## src/rtl/cla_pkg.sv

```systemverilog
// Shared constants and types for the pipelined carry-lookahead adder.
package cla_pkg;

  // Segment width (one pipeline stage) and lookahead group width.
  localparam int SEG_W = 16;
  localparam int GRP_W = 4;

  // Operation encoding for op_sub.
  localparam logic OP_ADD = 1'b0;
  localparam logic OP_SUB = 1'b1;

  // Result flags held in the final stage next to the full sum.
  typedef struct packed {
    logic carry;
    logic ovf;
    logic zero;
  } out_flags_t;

  // Number of 16-bit segments, which is also the pipeline depth.
  function automatic int seg_count(input int width);
    return width / SEG_W;
  endfunction

endpackage

```

## src/rtl/cla_adder_pipe_seg.sv

```systemverilog
// 16-bit two-level carry-lookahead segment (purely combinational).
// Four 4-bit lookahead cells produce group P/G; an upper cell produces the
// group carry-ins and the segment carry-out.
module cla16_seg
  import cla_pkg::*;
(
  input  logic [SEG_W-1:0] a,
  input  logic [SEG_W-1:0] b,
  input  logic             cin,
  output logic [SEG_W-1:0] s,
  output logic             cout,
  output logic             grp_p,
  output logic             grp_g
);

  localparam int NGRP = SEG_W / GRP_W;

  logic [SEG_W-1:0] g;
  logic [SEG_W-1:0] p;
  logic [SEG_W-1:0] x;
  logic [NGRP-1:0]  gp;
  logic [NGRP-1:0]  gg;
  logic [NGRP-1:0]  gc;

  assign g = a & b;
  assign p = a | b;
  assign x = a ^ b;

  // First level: 4-bit lookahead cells, each with its own bit carries.
  for (genvar gi = 0; gi < NGRP; gi++) begin : g_grp
    logic [GRP_W-1:0] bg;
    logic [GRP_W-1:0] bp;
    logic [GRP_W-1:0] bc;

    assign bg = g[gi*GRP_W +: GRP_W];
    assign bp = p[gi*GRP_W +: GRP_W];

    assign bc[0] = gc[gi];
    assign bc[1] = bg[0] | (bp[0] & gc[gi]);
    assign bc[2] = bg[1] | (bp[1] & bg[0]) | (bp[1] & bp[0] & gc[gi]);
    assign bc[3] = bg[2] | (bp[2] & bg[1]) | (bp[2] & bp[1] & bg[0])
                 | (bp[2] & bp[1] & bp[0] & gc[gi]);

    assign gg[gi] = bg[3] | (bp[3] & bg[2]) | (bp[3] & bp[2] & bg[1])
                  | (bp[3] & bp[2] & bp[1] & bg[0]);
    assign gp[gi] = &bp;

    assign s[gi*GRP_W +: GRP_W] = x[gi*GRP_W +: GRP_W] ^ bc;
  end

  // Second level: group carries computed directly from group P/G and cin.
  assign gc[0] = cin;
  assign gc[1] = gg[0] | (gp[0] & cin);
  assign gc[2] = gg[1] | (gp[1] & gg[0]) | (gp[1] & gp[0] & cin);
  assign gc[3] = gg[2] | (gp[2] & gg[1]) | (gp[2] & gp[1] & gg[0])
               | (gp[2] & gp[1] & gp[0] & cin);

  assign grp_g = gg[3] | (gp[3] & gg[2]) | (gp[3] & gp[2] & gg[1])
               | (gp[3] & gp[2] & gp[1] & gg[0]);
  assign grp_p = &gp;
  assign cout  = grp_g | (grp_p & cin);

endmodule

```

## src/rtl/cla_adder_pipe.sv

```systemverilog
// Pipelined carry-lookahead adder/subtractor. Stage k adds segment k; the
// segment carry is registered between stages, unconsumed operand bits are
// skewed forward and completed sum bits are deskewed so the result emerges
// aligned after NSEG cycles. A single global stall freezes every stage.
// WIDTH must be a multiple of 16 in the range 16..128.
module cla_adder_pipe
  import cla_pkg::*;
#(
  parameter int WIDTH = 32
) (
  input  logic             clk,
  input  logic             rst_n,
  input  logic             in_valid,
  output logic             in_ready,
  input  logic [WIDTH-1:0] a_in,
  input  logic [WIDTH-1:0] b_in,
  input  logic             c_in,
  input  logic             op_sub,
  output logic             out_valid,
  input  logic             out_ready,
  output logic [WIDTH-1:0] sum_out,
  output logic             c_out,
  output logic             ovf_out,
  output logic             zero_out
);

  localparam int NSEG = seg_count(WIDTH);

  logic [NSEG-1:0]  vld;
  logic             advance;
  logic             accept;
  logic [WIDTH-1:0] b_eff;
  logic             cin_eff;

  // Stall only when the last stage holds a result nobody is taking.
  assign advance   = !(vld[NSEG-1] && !out_ready);
  assign in_ready  = advance;
  assign accept    = in_valid && advance;
  assign out_valid = vld[NSEG-1];

  // Subtraction is A + ~B + 1; c_in is ignored in that mode.
  assign b_eff   = (op_sub == OP_ADD) ? b_in : ~b_in;
  assign cin_eff = (op_sub == OP_SUB) ? 1'b1 : c_in;

  // Per-stage valid bits shift together; bubbles are kept, not collapsed.
  always_ff @(posedge clk or negedge rst_n) begin
    if (!rst_n) begin
      vld <= '0;
    end else if (advance) begin
      vld <= (vld << 1) | NSEG'(accept);
    end
  end

  for (genvar gi = 0; gi < NSEG; gi++) begin : g_stage
    localparam int SUM_W = SEG_W * (gi + 1);
    localparam int REM_W = WIDTH - SUM_W;

    logic [SEG_W-1:0] seg_a;
    logic [SEG_W-1:0] seg_b;
    logic [SEG_W-1:0] seg_s;
    logic             seg_cin;
    logic             seg_cout;
    logic             seg_p;
    logic             seg_g;
    logic [SUM_W-1:0] sum_next;
    logic [SUM_W-1:0] sum_reg;
    logic             unused_pg;

    // Stage 0 reads the live inputs; later stages read the previous stage.
    if (gi == 0) begin : g_src
      assign seg_a    = a_in[SEG_W-1:0];
      assign seg_b    = b_eff[SEG_W-1:0];
      assign seg_cin  = cin_eff;
      assign sum_next = seg_s;
    end else begin : g_src
      assign seg_a    = g_stage[gi-1].g_fwd.a_rem_reg[SEG_W-1:0];
      assign seg_b    = g_stage[gi-1].g_fwd.b_rem_reg[SEG_W-1:0];
      assign seg_cin  = g_stage[gi-1].g_fwd.carry_reg;
      assign sum_next = {seg_s, g_stage[gi-1].sum_reg};
    end

    cla16_seg u_seg (
      .a     (seg_a),
      .b     (seg_b),
      .cin   (seg_cin),
      .s     (seg_s),
      .cout  (seg_cout),
      .grp_p (seg_p),
      .grp_g (seg_g)
    );

    // Segment P/G would only matter for lookahead across segments, which the
    // registered inter-stage carry makes unnecessary.
    assign unused_pg = seg_p ^ seg_g;

    // Completed low sum bits move forward with the beat (deskew).
    always_ff @(posedge clk or negedge rst_n) begin
      if (!rst_n) begin
        sum_reg <= '0;
      end else if (advance) begin
        sum_reg <= sum_next;
      end
    end

    if (gi < NSEG - 1) begin : g_fwd
      logic [REM_W-1:0] a_rem_reg;
      logic [REM_W-1:0] b_rem_reg;
      logic [REM_W-1:0] a_rem_next;
      logic [REM_W-1:0] b_rem_next;
      logic             carry_reg;

      if (gi == 0) begin : g_in
        assign a_rem_next = a_in[WIDTH-1:SEG_W];
        assign b_rem_next = b_eff[WIDTH-1:SEG_W];
      end else begin : g_in
        assign a_rem_next = g_stage[gi-1].g_fwd.a_rem_reg[REM_W+SEG_W-1:SEG_W];
        assign b_rem_next = g_stage[gi-1].g_fwd.b_rem_reg[REM_W+SEG_W-1:SEG_W];
      end

      // Unconsumed operand segments and the segment carry move forward (skew).
      always_ff @(posedge clk or negedge rst_n) begin
        if (!rst_n) begin
          a_rem_reg <= '0;
          b_rem_reg <= '0;
          carry_reg <= 1'b0;
        end else if (advance) begin
          a_rem_reg <= a_rem_next;
          b_rem_reg <= b_rem_next;
          carry_reg <= seg_cout;
        end
      end
    end else begin : g_last
      out_flags_t flags_next;
      out_flags_t flags_reg;

      // Final carry, signed overflow and zero detect from the full sum.
      always_comb begin
        flags_next       = '0;
        flags_next.carry = seg_cout;
        flags_next.ovf   = (seg_a[SEG_W-1] == seg_b[SEG_W-1]) &&
                           (seg_s[SEG_W-1] != seg_a[SEG_W-1]);
        flags_next.zero  = (sum_next == '0);
      end

      // Result flags are registered alongside the final sum.
      always_ff @(posedge clk or negedge rst_n) begin
        if (!rst_n) begin
          flags_reg <= '0;
        end else if (advance) begin
          flags_reg <= flags_next;
        end
      end

      assign sum_out  = sum_reg;
      assign c_out    = flags_reg.carry;
      assign ovf_out  = flags_reg.ovf;
      assign zero_out = flags_reg.zero;
    end
  end

endmodule

```

## config.mk

```make
export PLATFORM = sky130hd
export DESIGN_NAME = cla_adder_pipe
export DESIGN_NICKNAME = d
export VERILOG_FILES = /design/src/rtl/cla_pkg.sv /design/src/rtl/cla_adder_pipe_seg.sv /design/src/rtl/cla_adder_pipe.sv
export SDC_FILE = /design/constraint.sdc
export NUM_CORES = 1
export LEC_CHECK = 0
export CAP_MARGIN = 40
export CORE_MARGIN = 8
export CORE_UTILIZATION = 47
export DETAILED_ROUTE_END_ITERATION = 8
export PLACE_DENSITY_LB_ADDON = 0.25
export SETUP_SLACK_MARGIN = 0.2
export SYNTH_ARGS = -nofsm -noshare
export SYNTH_HDL_FRONTEND = slang
export SYNTH_SLANG_ARGS = --single-unit
```

## constraint.sdc

```tcl
create_clock -name clk -period 3.6 [get_ports clk]
set_clock_uncertainty 0.1 [all_clocks]
set_input_delay 0.36 -clock clk [delete_from_list [all_inputs] [get_ports clk]]
set_output_delay 0.36 -clock clk [all_outputs]
set_load 0.02 [all_outputs]
```

==> results.py <==
metrics = {
    "status": {
        "run_status": "finished clean",
    },
    "yosys": {
        "ys_ff_latch": 86,
        "synthDistinctLibCells": 59,
        "syn-num-nets": 770,
        "yosys.area.top_type": "dfrtp_1",
        "syn_area_um2": 5625,
        "synth_area_leaders": "dfrtp_1 38%, ha_1 14%, xor2_1 7.2%",
        "synth_flop_cell": "dfrtp_1",
        "synth_async_sr_flop_share_pct": 100.0,
        "synthCells": 628,
        "synth_top_area_share_pct": 38.26,
        "ys_seq_area_share_pct": 38.26,
        "synth_edf_count": 0,
        "netlist_top_cells_count": "106 x nand2_1, 86 x dfrtp_1, 78 x inv_1",
        "yosysMostFrequentCell": "nand2_1",
        "synth_area_per_cell_um2": 8.958,
        "yosysWarnings": 0,
    },
    "placement": {
        "gp_congestion": 0.8383,
        "hpwl_mm": 10.35,
        "portBuffers": 106,
        "dpl.cell_count": 864,
        "pre_cts_ws_ps": -9.273,
    },
    "sta": {
        "rsz0062_at_grt": "true",
        "finalWorstSetupSlack_ps": 178.6,
        "setup_viol": 0,
        "slew_headroom_pct": 63.05,
        "tightest_slew_ps": 553.6,
        "max_freq_mhz": 292.3,
        "fin_crit_ps": 3421,
        "final_max_slew_viol_count": 0,
        "finalCritPeriodShare_pct": 95.04,
        "finalHoldViolCount": 0,
    },
    "finish": {
        "layout.nets": 875,
        "diodes": 0,
        "largest_register_ffs": 32,
        "area_growth_pct": 28.18,
        "nFillCells": 1054,
        "drive_gt1_share_pct": 6.259,
        "layoutNonFillerInstCount": 882,
    },
    "critical_path": {
        "critPathMaxFanout": 3,
        "crit_arrival_ps": 3560,
        "worst_setup_path_end_kind": "flip-flop",
        "slowest_stage": "fa_1",
        "cp.required_ps": 3740,
        "slowest_delay_ps": 490,
        "path_class": "flip-flop to flip-flop",
        "start_kind": "flip-flop",
        "path_common_cell": "nand4_1",
        "r2r_cells": 14,
        "path_cells": "inv_1 -> ha_1 -> nand2b_4 -> a221oi_4 -> buf_6 -> o211ai_4 -> o31ai_4 -> fa_1 -> nor4b_2 -> nand4_1 -> nor4_1 -> and3_1 -> nand4_1 -> o31ai_1",
    },
    "grt": {
        "grt_pass1_wl_mm": 22.54,
        "grt_pass1_vias": 4702,
        "antenna_found_initial": 0,
        "grt_start_max_net_pins": 56,
        "grt_overflow_total": 0,
        "grt_usage_pct": 17.34,
    },
    "clock_tree": {
        "cts-root-buf": "clkbuf_16",
        "htree_num_levels": 3,
        "cts_buffers": 9,
        "cts_tree": "yes",
        "path_clk_slew_ps": 60,
        "clock_latency_ps": 330,
        "clk_path_buf_depth": 2,
        "cts_sinks": 86,
    },
    "die": {
        "core_um2": 11860,
        "start_util_pct": 47.43,
        "dieArea_um2": 15730,
        "std_cell_rows": 40,
        "die_w_um": 125.4,
        "ios": 107,
        "dieHeight_um": 125.4,
    },
    "detailed_routing": {
        "drt_wl_total_mm": 13.38,
        "vias_per_cell": 5.087,
        "first_pass_iters": 5,
        "wl_per_cell_um": 15.17,
        "drc": 0,
        "initialDrtViolationCount": 287,
        "drtAntennaViolNets": 0,
        "vias": 4487,
    },
    "pwr": {
        "ir_worst_vdd_v": 0.0002592,
        "leakagePower_nw": 3.483,
        "power_mw": 4.071,
        "p_per_area_nw_per_um2": 564.6,
    },
    "min_path": {
        "holdPathStages": 2,
        "hold_class": "flip-flop to flip-flop",
    },
    "run": {
        "drv_cap": 0,
    },
}
[routing by layer]
metal	vias to the layer above	wire (um)	track usage, %
met3	16	674	3.442
li1	2240	-	-
met4	0	197	5.731
met5	-	0	0
met2	109	6236	28.22
met1	2122	6274	22.61
[cells in the final DEF, fill, tap and decap left out, drive strengths merged, types with 4 or more instances in the layout]
master,n
nand2b,6
a221oi,4
clkdlybuf4s50,104
nor4,7
a211o,4
clkbuf,12
fa,8
o21bai,5
nor3,6
a21oi,30
buf,12
nor2,46
o31ai,4
nand2,106
ha,64
xnor2,8
xor2,46
inv,79
dfrtp,86
o21ai,45
nor2b,10
[power breakdown]
part | leakage, nW | total, mW | switching [mW] | internal, mW
clock | 0.127 | 0.852 | 0.358 | 0.494
sequential | 1.01 | 1.43 | 0.187 | 1.24
combinational | 2.34 | 1.79 | 0.966 | 0.821
total | 3.48 | 4.07 | 1.51 | 2.56
[cells by family after synthesis]
family | after synthesis | share of synthesized area (%)
DFF | 86 | 38.26
adders and majority gates | 72 | 17.08
muxes | 2 | 0.3781
and+or+nand+nor | 200 | 15.88
AOI/OAI and AO/OA | 111 | 13.10
xor gates and xnor gates | 54 | 8.408
buffers and inverters | 103 | 6.895
[area by class of cell]
| cell class | instances | area (um^2) | area share, % |
|---|---|---|---|
| clock buffers | 12 | 256.5 | 3.557 |
| clock inverters | 1 | 7.507 | 0.1041 |
| inverters | 80 | 301.5 | 4.182 |
| multi-input cells | 439 | 3147 | 43.64 |
| flip-flops and latches | 86 | 2152 | 29.85 |
| well taps | 147 | 183.9 | 2.551 |
| repair buffers | 117 | 1162 | 16.12 |
[timing repair]
action / CTS / global route
resized for setup: 6 / 4
hold buffers: 1 / 0
buffers inserted: 2 / 2
setup endpoints to repair: 1 / 1
hold endpoints to repair: 33 / 0
pin swaps: 6 / 6
[final timing paths]
| check | slack, ps | endpoint | start |
|---|---|---|---|
| min in group asynchronous | 420 | g_stage[0].g_fwd.b_rem_reg[3] | rst_n |
| setup / recovery | 180 | zero_out | g_stage[0].g_fwd.a_rem_reg[0] |
| max in group asynchronous | 2360 | sum_out[10] | rst_n |
| hold reg to reg | 360 | vld[0] | vld[0] |
| setup reg to reg | 180 | zero_out | g_stage[0].g_fwd.a_rem_reg[0] |
| hold / removal | 360 | vld[0] | vld[0] |
[stage by stage]
step | cell area (um^2) | util, % | setup TNS (ps) | hold WS [ps]
after floorplan | 5625 | - | 0 | -35.59
after global placement | 6822 | 57.51 | 0 | 340.3
after detailed placement | 6849 | 57.74 | -9.273 | 247.8
after CTS | 7171 | 60.45 | 0 | 369.4
after global routing | 7211 | 60.79 | 0 | 401.7
final | 7211 | 60.79 | 0 | 364.8
[critical path, delay by kind of cell (launching register included)]
family | cells | cell delay [ps]
and+or+nand+nor | 6 | 1110
AOI/OAI and AO/OA | 4 | 840
adders and majority gates | 2 | 690
DFF | 1 | 360
buffers and inverters | 2 | 250
(Power assumes the default switching activity.)
==> patch (same settings) <==
Reset style: synchronous (`rst_n`), changed in 4 clocked blocks.
--- a/src/rtl/cla_adder_pipe.sv
+++ b/src/rtl/cla_adder_pipe.sv
@@ -43,7 +43,7 @@
   assign cin_eff = (op_sub == OP_SUB) ? 1'b1 : c_in;
 
   // Per-stage valid bits shift together; bubbles are kept, not collapsed.
-  always_ff @(posedge clk or negedge rst_n) begin
+  always_ff @(posedge clk) begin
     if (!rst_n) begin
       vld <= '0;
     end else if (advance) begin
@@ -94,7 +94,7 @@
     assign unused_pg = seg_p ^ seg_g;
 
     // Completed low sum bits move forward with the beat (deskew).
-    always_ff @(posedge clk or negedge rst_n) begin
+    always_ff @(posedge clk) begin
       if (!rst_n) begin
         sum_reg <= '0;
       end else if (advance) begin
@@ -118,7 +118,7 @@
       end
 
       // Unconsumed operand segments and the segment carry move forward (skew).
-      always_ff @(posedge clk or negedge rst_n) begin
+      always_ff @(posedge clk) begin
         if (!rst_n) begin
           a_rem_reg <= '0;
           b_rem_reg <= '0;
@@ -143,7 +143,7 @@
       end
 
       // Result flags are registered alongside the final sum.
-      always_ff @(posedge clk or negedge rst_n) begin
+      always_ff @(posedge clk) begin
         if (!rst_n) begin
           flags_reg <= '0;
         end else if (advance) begin
Behaviour: differs if rst_n is asserted again (counterexample within 4 cycles, from zero or initial values and one cycle with rst_n low); with rst_n held inactive, the same outputs for 10 cycles.
==> patch against the unedited design <==
  * Global-route usage rose by 0.97 points
  * Sequential cell count unchanged
  * Area after synthesis down 3.5%
  * Routed wire length up 4.8%
  * Setup slack got worse by 0.087 ns
  * Non-clock buffer count increased by 4
  * Final area shrank 2.3%
  * Core utilization grew 1.2 points
  * Largest cell class unchanged
  * Highest routed layer unchanged
Power is not compared: it rests on default switching activity, and its combinational part moved more than twofold at a synthesized area within 25%.
==> patch: results (changes against the unedited design) <==
| Metric | Value |
|---|---|
| Setup slack, reg-to-reg | `0.09 ns (was 0.18 ns)` |
| Wire length per cell | `15.2 um (about the same)` |
| Die area | `0.0152 sq mm (was 0.0157 sq mm)` |
| Hold path startpoint | `sum_out[27] (was vld[0])` |
| Multiplexer share of the synthesized area | `0.00207 (was 0.00378)` |
| Vias in the first global route | `4816 (was 4702)` |
| Final GP Congestion | `0.872 (was 0.838)` |
| Final WL | `14000 um (was 13400 um)` |
| Dominant cells by area after synthesis | `dfxtp_1 (32%), ha_1 (15%), nand2_1 (7.7%), inv_1 (5.9%), a21oi_1 (5.9%) (was dfrtp_1 (38%), ha_1 (14%), xor2_1 (7.2%), nand2_1 (7.1%), inv_1 (5.2%))` |
| Synthesized Nets | `821 (was 770)` |
| Largest net degree at the start of global routing | `95 (was 56)` |
| Area share of buffers outside the clock network | `0.169 (was 0.161)` |
| Unique masters post-synth | `55 (was 59)` |
| Syn Area/Cell | `8.00 sq um (was 8.96 sq um)` |
| DP Worst Slack | `-0.0643 ns (was -0.00927 ns)` |
| Seq/Total Area, Yosys | `0.317 (was 0.383)` |
| Total track usage | `0.183 (was 0.173)` |
| NumNets Final | `918 (was 875)` |
| Hold path endpoint | `sum_out[27] (was vld[0])` |
| # resized after CTS | `7 (was 6)` |
| GR Layer Usage met2 | `0.313 (was 0.282)` |
| Main flop type after synthesis | `dfxtp_1 (was dfrtp_1)` |
| #MultiIn Comb | `472 (was 439)` |
| Placed insts | `904 (was 864)` |
| Reg-to-Reg End | `zero_out (unchanged)` |
| Non-clk bufs | `121 (was 117)` |
| Met1 usage | `0.223 (was 0.226)` |
| First-pass detailed-route iteration total | `4 (was 5)` |
| Run status | `finished clean (unchanged)` |
| RR Startpoint | `g_stage[0].g_fwd.a_rem_reg[0] (unchanged)` |
| Sequential cell area share | `0.245 (was 0.298)` |
patch: cell count changes in the layout (fill, tap and decap cells not counted), moves of 4 or more:
cell and delta:
dfrtp_1 -86, nand2_1 +5, a21oi_1 +35, nor2b_1 -5, buf_4 +5, xnor2_1 +11, o21bai_1 -4, nor2_1 +4
xor2_1 -11, dfxtp_1 +84, o21ai_0 -32, inv_1 +4, a211oi_1 +22, ha_1 -6
patch: worst max-delay path by stage:
stage,start,end,slack (ns),depth (start not counted)
floorplan,g_stage[0].g_fwd.a_rem_reg[0],zero_out,0.23,16
detailed placement,g_stage[0].g_fwd.a_rem_reg[0],zero_out,-0.06,16
CTS,g_stage[0].g_fwd.a_rem_reg[0],zero_out,0.06,14
global route,g_stage[0].g_fwd.a_rem_reg[4],zero_out,-0.08,15
global placement,g_stage[0].g_fwd.a_rem_reg[0],zero_out,0.15,16
finish,g_stage[0].g_fwd.a_rem_reg[0],zero_out,0.09,14
